[src/rtl/vga_timing_gen_if.sv]
`default_nettype none
// ============================================================================
// Module      : vga_timing_gen_if
// Description : Renderer-side raster bus. The timing generator drives it;
//               sprite renderers and game logic listen on it.
// Revision    : 1.0 - initial release
// ============================================================================
interface vga_timing_gen_if;
    logic [9:0]  DrawX;
    logic [9:0]  DrawY;
    logic        blank;
    logic        hs;
    logic        vs;
    logic        line_start;
    logic        frame_start;
    logic        vblank_start;
    logic [15:0] frame_count;

    modport master (
        output DrawX, DrawY, blank, hs, vs,
        output line_start, frame_start, vblank_start, frame_count
    );

    modport slave (
        input DrawX, DrawY, blank, hs, vs,
        input line_start, frame_start, vblank_start, frame_count
    );
endinterface
`default_nettype wire

[src/rtl/vga_timing_gen.sv]
`default_nettype none
// ============================================================================
// Module      : vga_timing_gen
// Description : 640x480@60 raster timing. Free-running pixel/line counters
//               exposed as DrawX/DrawY, sync and blank delayed to line up
//               with the renderers' pixel pipeline, plus line/frame strobes
//               and a frame counter for game logic.
// Revision    : 1.0 - initial release
// ============================================================================
module vga_timing_gen #(
    parameter int H_ACTIVE    = 640,
    parameter int H_FP        = 16,
    parameter int H_SYNC      = 96,
    parameter int H_BP        = 48,
    parameter int V_ACTIVE    = 480,
    parameter int V_FP        = 10,
    parameter int V_SYNC      = 2,
    parameter int V_BP        = 33,
    parameter int SYNC_DELAY  = 2,
    parameter int BLANK_DELAY = 1
) (
    input  wire logic          vga_clk,
    input  wire logic          reset,
    vga_timing_gen_if.master   vga
);

    localparam int         c_h_total  = H_ACTIVE + H_FP + H_SYNC + H_BP;
    localparam int         c_v_total  = V_ACTIVE + V_FP + V_SYNC + V_BP;
    localparam logic [9:0] c_h_last   = 10'(c_h_total - 1);
    localparam logic [9:0] c_v_last   = 10'(c_v_total - 1);
    localparam logic [9:0] c_h_active = 10'(H_ACTIVE);
    localparam logic [9:0] c_v_active = 10'(V_ACTIVE);
    localparam logic [9:0] c_hs_start = 10'(H_ACTIVE + H_FP);
    localparam logic [9:0] c_hs_end   = 10'(H_ACTIVE + H_FP + H_SYNC);
    localparam logic [9:0] c_vs_start = 10'(V_ACTIVE + V_FP);
    localparam logic [9:0] c_vs_end   = 10'(V_ACTIVE + V_FP + V_SYNC);

    logic [9:0]  r_hc;
    logic [9:0]  r_vc;
    logic [15:0] r_frame_count;

    logic        w_hs_raw;
    logic        w_vs_raw;
    logic        w_blank_raw;
    logic        w_line_start;

    // Pixel/line counters with frame counter bumped on the final pixel of the frame
    always_ff @(posedge vga_clk) begin
        if (reset) begin
            r_hc          <= '0;
            r_vc          <= '0;
            r_frame_count <= '0;
        end else if (r_hc == c_h_last) begin
            r_hc <= '0;
            if (r_vc == c_v_last) begin
                r_vc          <= '0;
                r_frame_count <= r_frame_count + 16'd1;
            end else begin
                r_vc <= r_vc + 10'd1;
            end
        end else begin
            r_hc <= r_hc + 10'd1;
        end
    end

    assign w_hs_raw    = !((r_hc >= c_hs_start) && (r_hc < c_hs_end));
    assign w_vs_raw    = !((r_vc >= c_vs_start) && (r_vc < c_vs_end));
    assign w_blank_raw = (r_hc < c_h_active) && (r_vc < c_v_active);

    // Strobes come straight off the counters so game logic sees them in the
    // same cycle as the matching DrawX/DrawY.
    assign w_line_start     = (r_hc == 10'd0);
    assign vga.line_start   = w_line_start;
    assign vga.frame_start  = w_line_start && (r_vc == 10'd0);
    assign vga.vblank_start = w_line_start && (r_vc == c_v_active);

    assign vga.DrawX       = r_hc;
    assign vga.DrawY       = r_vc;
    assign vga.frame_count = r_frame_count;

    generate
        if (SYNC_DELAY == 0) begin : g_sync_direct
            assign vga.hs = w_hs_raw;
            assign vga.vs = w_vs_raw;
        end else begin : g_sync_pipe
            logic [SYNC_DELAY-1:0] r_hs_pipe;
            logic [SYNC_DELAY-1:0] r_vs_pipe;

            // Sync shift chain; stages reset to the inactive (high) level
            always_ff @(posedge vga_clk) begin
                if (reset) begin
                    r_hs_pipe <= '1;
                    r_vs_pipe <= '1;
                end else begin
                    r_hs_pipe[0] <= w_hs_raw;
                    r_vs_pipe[0] <= w_vs_raw;
                    for (int i = 1; i < SYNC_DELAY; i++) begin
                        r_hs_pipe[i] <= r_hs_pipe[i-1];
                        r_vs_pipe[i] <= r_vs_pipe[i-1];
                    end
                end
            end

            assign vga.hs = r_hs_pipe[SYNC_DELAY-1];
            assign vga.vs = r_vs_pipe[SYNC_DELAY-1];
        end
    endgenerate

    generate
        if (BLANK_DELAY == 0) begin : g_blank_direct
            assign vga.blank = w_blank_raw;
        end else begin : g_blank_pipe
            logic [BLANK_DELAY-1:0] r_blank_pipe;

            // Blank shift chain; stages reset to "not visible"
            always_ff @(posedge vga_clk) begin
                if (reset) begin
                    r_blank_pipe <= '0;
                end else begin
                    r_blank_pipe[0] <= w_blank_raw;
                    for (int i = 1; i < BLANK_DELAY; i++) begin
                        r_blank_pipe[i] <= r_blank_pipe[i-1];
                    end
                end
            end

            assign vga.blank = r_blank_pipe[BLANK_DELAY-1];
        end
    endgenerate

endmodule
`default_nettype wire

[src/flat_wrapper.sv]
// flat-port wrapper written by rule: the top's interface ports become plain ports
module vga_timing_gen_flat 
#(
    parameter int H_ACTIVE    = 640,
    parameter int H_FP        = 16,
    parameter int H_SYNC      = 96,
    parameter int H_BP        = 48,
    parameter int V_ACTIVE    = 480,
    parameter int V_FP        = 10,
    parameter int V_SYNC      = 2,
    parameter int V_BP        = 33,
    parameter int SYNC_DELAY  = 2,
    parameter int BLANK_DELAY = 1
)
  (vga_clk, reset, vga_DrawX, vga_DrawY, vga_blank, vga_hs, vga_vs, vga_line_start, vga_frame_start, vga_vblank_start, vga_frame_count);
  vga_timing_gen_if vga_i ();
  input  wire logic vga_clk;
  input  wire logic reset;
  output wire logic [$bits(vga_i.DrawX)-1:0] vga_DrawX;
  output wire logic [$bits(vga_i.DrawY)-1:0] vga_DrawY;
  output wire logic [$bits(vga_i.blank)-1:0] vga_blank;
  output wire logic [$bits(vga_i.hs)-1:0] vga_hs;
  output wire logic [$bits(vga_i.vs)-1:0] vga_vs;
  output wire logic [$bits(vga_i.line_start)-1:0] vga_line_start;
  output wire logic [$bits(vga_i.frame_start)-1:0] vga_frame_start;
  output wire logic [$bits(vga_i.vblank_start)-1:0] vga_vblank_start;
  output wire logic [$bits(vga_i.frame_count)-1:0] vga_frame_count;
  assign vga_DrawX = vga_i.DrawX;
  assign vga_DrawY = vga_i.DrawY;
  assign vga_blank = vga_i.blank;
  assign vga_hs = vga_i.hs;
  assign vga_vs = vga_i.vs;
  assign vga_line_start = vga_i.line_start;
  assign vga_frame_start = vga_i.frame_start;
  assign vga_vblank_start = vga_i.vblank_start;
  assign vga_frame_count = vga_i.frame_count;
  vga_timing_gen #(.H_ACTIVE(H_ACTIVE), .H_FP(H_FP), .H_SYNC(H_SYNC), .H_BP(H_BP), .V_ACTIVE(V_ACTIVE), .V_FP(V_FP), .V_SYNC(V_SYNC), .V_BP(V_BP), .SYNC_DELAY(SYNC_DELAY), .BLANK_DELAY(BLANK_DELAY)) u_core (.vga_clk(vga_clk), .reset(reset), .vga(vga_i));
endmodule
[config.mk]
export PLATFORM = sky130hd
export DESIGN_NAME = vga_timing_gen_flat
export DESIGN_NICKNAME = d
export VERILOG_FILES = /design/src/rtl/vga_timing_gen_if.sv /design/src/rtl/vga_timing_gen.sv /design/src/flat_wrapper.sv
export SDC_FILE = /design/constraint.sdc
export NUM_CORES = 1
export LEC_CHECK = 0
export ABC_AREA = 1
export BUFFER_PORTS_ARGS = -buffer_cell sky130_fd_sc_hd__buf_2
export CAP_MARGIN = 0
export CORE_MARGIN = 1.5
export CORE_UTILIZATION = 55
export DETAILED_ROUTE_END_ITERATION = 12
export PLACE_DENSITY = 0.8
export REMOVE_ABC_BUFFERS = 1
export SYNTH_ARGS = -nofsm -noshare
export SYNTH_HDL_FRONTEND = slang
export SYNTH_SLANG_ARGS = --single-unit
[constraint.sdc]
create_clock -name vga_clk -period 1.8 [get_ports vga_clk]
set_input_delay 0.18 -clock vga_clk [delete_from_list [all_inputs] [get_ports vga_clk]]
set_output_delay 0.18 -clock vga_clk [all_outputs]
set_load 0.05 [all_outputs]
==> results of run 1 <==
power by group through the flow:
stage	combinational [mW]	sequential [mW]	clock [mW]
final	0.137	0.919	0.604
after global routing	0.149	0.920	0.655
after CTS	0.123	0.920	0.617
after detailed placement	0.115	0.941	0
after global placement	0.113	0.940	0
after floorplan	0.0596	0.964	0
flip-flops by register name, summed over array words and instances, names as in the netlist:
register,flops
u_core.vga.blank,1
u_core.g_sync_pipe.r_vs_pipe,2
u_core.vga.DrawX,10
u_core.g_sync_pipe.r_hs_pipe,2
u_core.vga.frame_count,16
u_core.vga.DrawY,10
path summary, 6_finish.rpt:
kind	start	end	slack (ps)	depth (start not counted)
worst min-delay path	reset	u_core.vga.frame_count[6]	250	3
worst max register to register	u_core.vga.DrawX[0]	u_core.vga.DrawY[6]	120	9
worst max-delay path	u_core.vga.DrawX[1]	vga_frame_start	-50	6
worst min register to register	u_core.g_sync_pipe.r_vs_pipe[0]	u_core.g_sync_pipe.r_vs_pipe[1]	410	1
synthesized netlist by cell type (3+ instances only):
| cell type | count |
|---|---|
| nand2_1 | 86 |
| nor2_1 | 57 |
| inv_1 | 54 |
| dfxtp_1 | 41 |
| nand3_1 | 25 |
| nand3_2 | 14 |
| a21oi_1 | 12 |
| nand4_1 | 12 |
| nor2_2 | 7 |
| nor3_1 | 7 |
| ha_1 | 6 |
| nor2_4 | 5 |
| o21ai_0 | 4 |
| nand2_2 | 3 |
| nand2_4 | 3 |
| xor2_1 | 3 |
critical path, stage by stage, from the launching register on:
cell and delay [ps]:
dfxtp_2 330, inv_2 70, ha_4 120, nor3b_4 160, nand4_1 200, nor4_2 250, buf_4 230
cell families (layout without fill, tap and decap cells):
logic type	Yosys count	count (layout)	share of synthesized area
XOR/XNOR	5	5	0.0178
AO/OA/AOI/OAI	22	22	0.0515
adder cells (fa/ha/maj)	6	6	0.0306
buffers and inverters	61	117	0.103
flip-flops	41	41	0.334
AND/OR/NAND/NOR	227	227	0.462
stage by stage:
stage | power (mW) | instance area [sq um] | cells
floorplan | 1.02 | 2410 | 358
global placement | 1.05 | 2730 | 457
detailed placement | 1.06 | 2730 | 457
CTS | 1.66 | 2830 | 465
global route | 1.72 | 2910 | 470
finish | 1.66 | 2910 | 470
per-layer routing:
metal	vias to the layer above	GRT usage	part of all wire
met5	-	0	0
met4	0	0.0726	0.010
met3	4	0.0610	0.049
met2	49	0.392	0.47
met1	1093	0.304	0.47
li1	1254	-	-
layout make-up:
cell class / instances / area share
Clock buffer: 6 / 0.0250
Clock inverter: 2 / 0.00344
Inverter: 57 / 0.0736
Multi-Input combinational cell: 260 / 0.490
Sequential cell: 41 / 0.284
Tap cell: 52 / 0.0224
Timing Repair Buffer: 52 / 0.101
what timing repair did:
action,CTS,global route
pin swaps,2,7
buffers inserted,0,5
gates resized for setup,7,12
hold buffers,0,0
setup endpoints to repair,3,4
==> results.py, run 1 <==
metrics = {
    "status": {
        "status": "finished, violations left",
        "violations": "setup timing",
    },
    "critical_path": {
        "start_kind": "flop",
        "crit_required_ps": 1620,
        "crit_fanout": 3,
        "arrival_ps": 1670,
        "cp-end-kind": "output port",
        "crit_type": "reg2out",
    },
    "logic_synthesis": {
        "synth_top_area_cell": "dfxtp_1",
        "ys.flop_type": "dfxtp_1",
        "async_flop_share": 0,
        "synth_area_sq_um": 2450,
        "yosysSeqAreaShare": 0.334,
        "yosysWarningCount": 0,
        "synth_top_area_frac": 0.334,
        "synthCells": 362,
        "avgSynthCellArea_sq_um": 6.78,
        "synth-edff-count": 0,
        "ys_ff_latch": 41,
        "synth_area_leaders": "dfxtp_1, nand2_1, nor2_1",
        "yosys.cell_types.count": 32,
    },
    "pwr": {
        "leakage_nw": 1.30,
        "p_int_mw": 1.23,
        "power.switching_uw": 436,
        "power_frac_seq": 0.554,
        "p_per_area_nw_per_um2": 571,
        "p_comb_frac": 0.083,
        "swShare": 0.262,
        "ir_drop_v": 0.000432,
        "clock_power_share": 0.364,
    },
    "clock_network": {
        "cts_tree": "yes",
        "cts_buffer_depth": 2,
        "root_buffer": "clkbuf_8",
        "cts.sinks": 41,
        "clock_latency_ps": 300,
        "cts-htree-levels": 2,
        "cts.reportedPaths.clkPinSlew_ps": 80,
        "cts_buffers": 5,
    },
    "sta": {
        "fin_tns_setup_ps": -54.8,
        "setup_ws_ps": -54.8,
        "min_period_ps": 1850,
        "holdWs_ps": 249,
        "hold_violations": 0,
        "drv_slew": 0,
        "finalClockSkew_ps": 4.40,
        "rsz0062_at_grt": "yes",
        "period_share": 1.03,
        "setup_viol": 1,
        "tightest_slew_ps": 511,
        "relSlewSlack": 0.659,
        "max_freq_mhz": 539,
    },
    "cells_and_area": {
        "seqCellArea_sq_um": 826,
        "multi_input_area_sq_um": 1430,
        "num_antenna_cells": 0,
        "final_layout_size_suffix_gt1_frac": 0.266,
        "n_fill_cell": 421,
        "nNetsFinal": 425,
        "mostFrequentLayoutCells": "nand2_1, nor2_1, inv_1",
        "area_delta_synth_final_pct": 18.4,
        "final_util": 0.672,
        "layout_commonest_cell": "nand2_1",
    },
    "floorplan": {
        "die_h_microns": 69.8,
        "fp.dieArea_sq_um": 4870,
        "io_pins": 44,
        "initial_core_util": 0.568,
        "die_w_microns": 69.8,
        "core_area_sq_um": 4320,
        "num_rows": 24,
    },
    "global_route": {
        "grt_pass1_vias": 2178,
        "grt_start_max_net_pins": 15,
        "grt.overflow.total": 0,
        "grt_pass1_wl_mm": 9.45,
        "track_usage": 0.237,
        "antenna_found_initial": 0,
    },
    "placed_design": {
        "port_buffers": 43,
        "place_ws_ps": 109,
        "dpl.hpwl_mm": 4.06,
        "gp_congestion": 0.914,
    },
    "route": {
        "vias": 2400,
        "viasPerCell": 5.11,
        "drtIter0Drc": 128,
        "wl_per_cell_microns": 11.7,
        "antenna_left": 0,
        "dr.pass1.iters": 4,
        "wl_mm": 5.48,
        "drc": 0,
    },
    "hold_path": {
        "hold_class": "in2reg",
    },
    "run": {
        "cap_violations": 0,
    },
}
Note: power is estimated with default switching activity, not from simulation.
==> run 2, diff against run 1 <==
CORE_UTILIZATION = 45   (was 55)
PLACE_DENSITY = 0.68   (was 0.8)
==> results.py, run 2 (same netlist as run 1, synthesis figures left out) <==
metrics = {
    "status": {
        "status": "complete, no violations",
    },
    "pwr": {
        "p_comb_frac": 0.092,
        "power_frac_seq": 0.554,
        "p_per_area_nw_per_um2": 558,
        "power.switching_uw": 419,
        "swShare": 0.252,
        "totalPowerFinal_mw": 1.66,
        "p_int_mw": 1.24,
        "leakage_nw": 1.32,
        "ir_drop_v": 0.000494,
        "clock_power_share": 0.355,
    },
    "critical_path": {
        "arrival_ps": 1600,
        "cp-end-kind": "output port",
        "start_kind": "flop",
        "cp-startpoint": "u_core.vga.DrawX[1]",
        "crit_fanout": 3,
        "crit_buf_inv": 2,
        "critPathTopFamily": "simple AND/OR/NAND/NOR gates",
        "critical-path-slowest-cell": "dfxtp_2",
        "crit_type": "reg2out",
        "reg2reg_from": "u_core.vga.DrawX[0]",
        "crit_chain": "inv_2 > ha_4 > nor3b_4 > nand4_1 > nor4_2 > buf_4",
        "slowest_delay_ps": 330,
        "crit_required_ps": 1620,
    },
    "placed_design": {
        "gp_congestion": 0.860,
        "dpl.hpwl_mm": 4.29,
        "place_ws_ps": 120,
        "port_buffers": 43,
    },
    "cells_and_area": {
        "mostFrequentLayoutCells": "nand2_1, nor2_1, inv_1",
        "area_delta_synth_final_pct": 21.3,
        "n_fill_cell": 482,
        "largest_reg_flops": 16,
        "nNetsFinal": 430,
        "final_util": 0.575,
        "final_layout_size_suffix_gt1_frac": 0.272,
        "layout_commonest_cell": "nand2_1",
        "num_antenna_cells": 0,
    },
    "global_route": {
        "grt_pass1_wl_mm": 9.72,
        "antenna_found_initial": 0,
        "track_usage": 0.202,
        "grt_start_max_net_pins": 14,
        "grt.overflow.total": 0,
        "grt_pass1_vias": 2193,
    },
    "sta": {
        "tightest_slew_ps": 361,
        "setup_ws_ps": 20.6,
        "max_freq_mhz": 562,
        "period_share": 0.989,
        "min_period_ps": 1780,
        "hold_violations": 0,
        "drv_slew": 0,
        "rsz0062_at_grt": "yes",
        "finalClockSkew_ps": 5.07,
        "setup_viol": 0,
        "relSlewSlack": 0.759,
    },
    "clock_network": {
        "cts.sinks": 41,
        "root_buffer": "clkbuf_8",
        "cts_hold_buf": 0,
        "cts.reportedPaths.clkPinSlew_ps": 80,
        "cts_buffers": 5,
        "clock_latency_ps": 290,
        "cts-htree-levels": 2,
        "cts_tree": "yes",
        "cts_buffer_depth": 2,
    },
    "route": {
        "wl_mm": 5.83,
        "viasPerCell": 4.91,
        "vias": 2419,
        "drtIter0Drc": 133,
        "antenna_left": 0,
        "dr.pass1.iters": 4,
        "wl_per_cell_microns": 11.8,
        "drc": 0,
    },
    "hold_path": {
        "hp-start": "reset",
        "hold_class": "in2reg",
    },
    "floorplan": {
        "die_h_microns": 76.9,
        "die_w_microns": 76.9,
        "core_area_sq_um": 5170,
        "io_pins": 44,
        "initial_core_util": 0.475,
        "fp.dieArea_sq_um": 5910,
        "num_rows": 26,
    },
    "run": {
        "cap_violations": 0,
    },
}
==> run 2: cell count changes in the layout (fill, tap and decap cells not counted), sizes merged <==
cell and change:
clkbuf +2, nor2 +1, clkinv -2, buf +4
==> run 2: power groups by stage <==
| stage | Combinational (mW) | Sequential, mW | Clock [mW] |
|---|---|---|---|
| after floorplan | 0.0596 | 0.964 | 0 |
| after global placement | 0.116 | 0.941 | 0 |
| after detailed placement | 0.116 | 0.942 | 0 |
| after CTS | 0.135 | 0.919 | 0.612 |
| after global routing | 0.165 | 0.921 | 0.647 |
| final | 0.152 | 0.920 | 0.589 |
==> run 2: stage by stage <==
stage,instances,instance area (sq um),hold WS [ps],TNS (ps)
after global routing,493,2980,295,-216
after floorplan,358,2410,249,-2210
after CTS,489,2890,276,-103
after global placement,478,2770,391,0
final,493,2980,282,0
after detailed placement,478,2770,395,0
==> run 2: repair_timing <==
action                                  CTS  global route
resized for setup                         7            14
setup buffers                             3             3
endpoints found under the setup margin    3            20
gates cloned                              0             1
pin swaps                                 2             6
==> run 2: metal layers <==
metal / GRT usage / part of all wire / vias up
met5: 0 / 0 / -
met4: 0.0796 / 0.016 / 0
met3: 0.0381 / 0.057 / 8
met2: 0.340 / 0.46 / 63
met1: 0.253 / 0.47 / 1085
li1: - / - / 1263
==> run 2: path summary, 6_finish.rpt <==
| path | slack, ps | depth (start not counted) | end |
|---|---|---|---|
| worst max-delay path | 20 | 6 | vga_frame_start |
| worst min-delay path | 280 | 3 | u_core.vga.frame_count[3] |
| worst max register to register | 130 | 9 | u_core.vga.frame_count[14] |
| worst min register to register | 410 | 1 | u_core.g_sync_pipe.r_hs_pipe[1] |
==> run 2: layout make-up <==
| type | instances | area, sq um | area share |
|---|---|---|---|
| multi-input cells | 261 | 1440 | 0.485 |
| flip-flops and latches | 41 | 823 | 0.277 |
| repair buffers | 56 | 328 | 0.110 |
| inverters | 57 | 214 | 0.0719 |
| well taps | 70 | 87.6 | 0.0294 |
| clock buffers | 8 | 80.1 | 0.0269 |
==> run 2: tightest hold or removal path, delay by kind of cell <==
kind	cells	cell delay (ps)
buffers and inverters	2	290
AO/OA/AOI/OAI	1	50
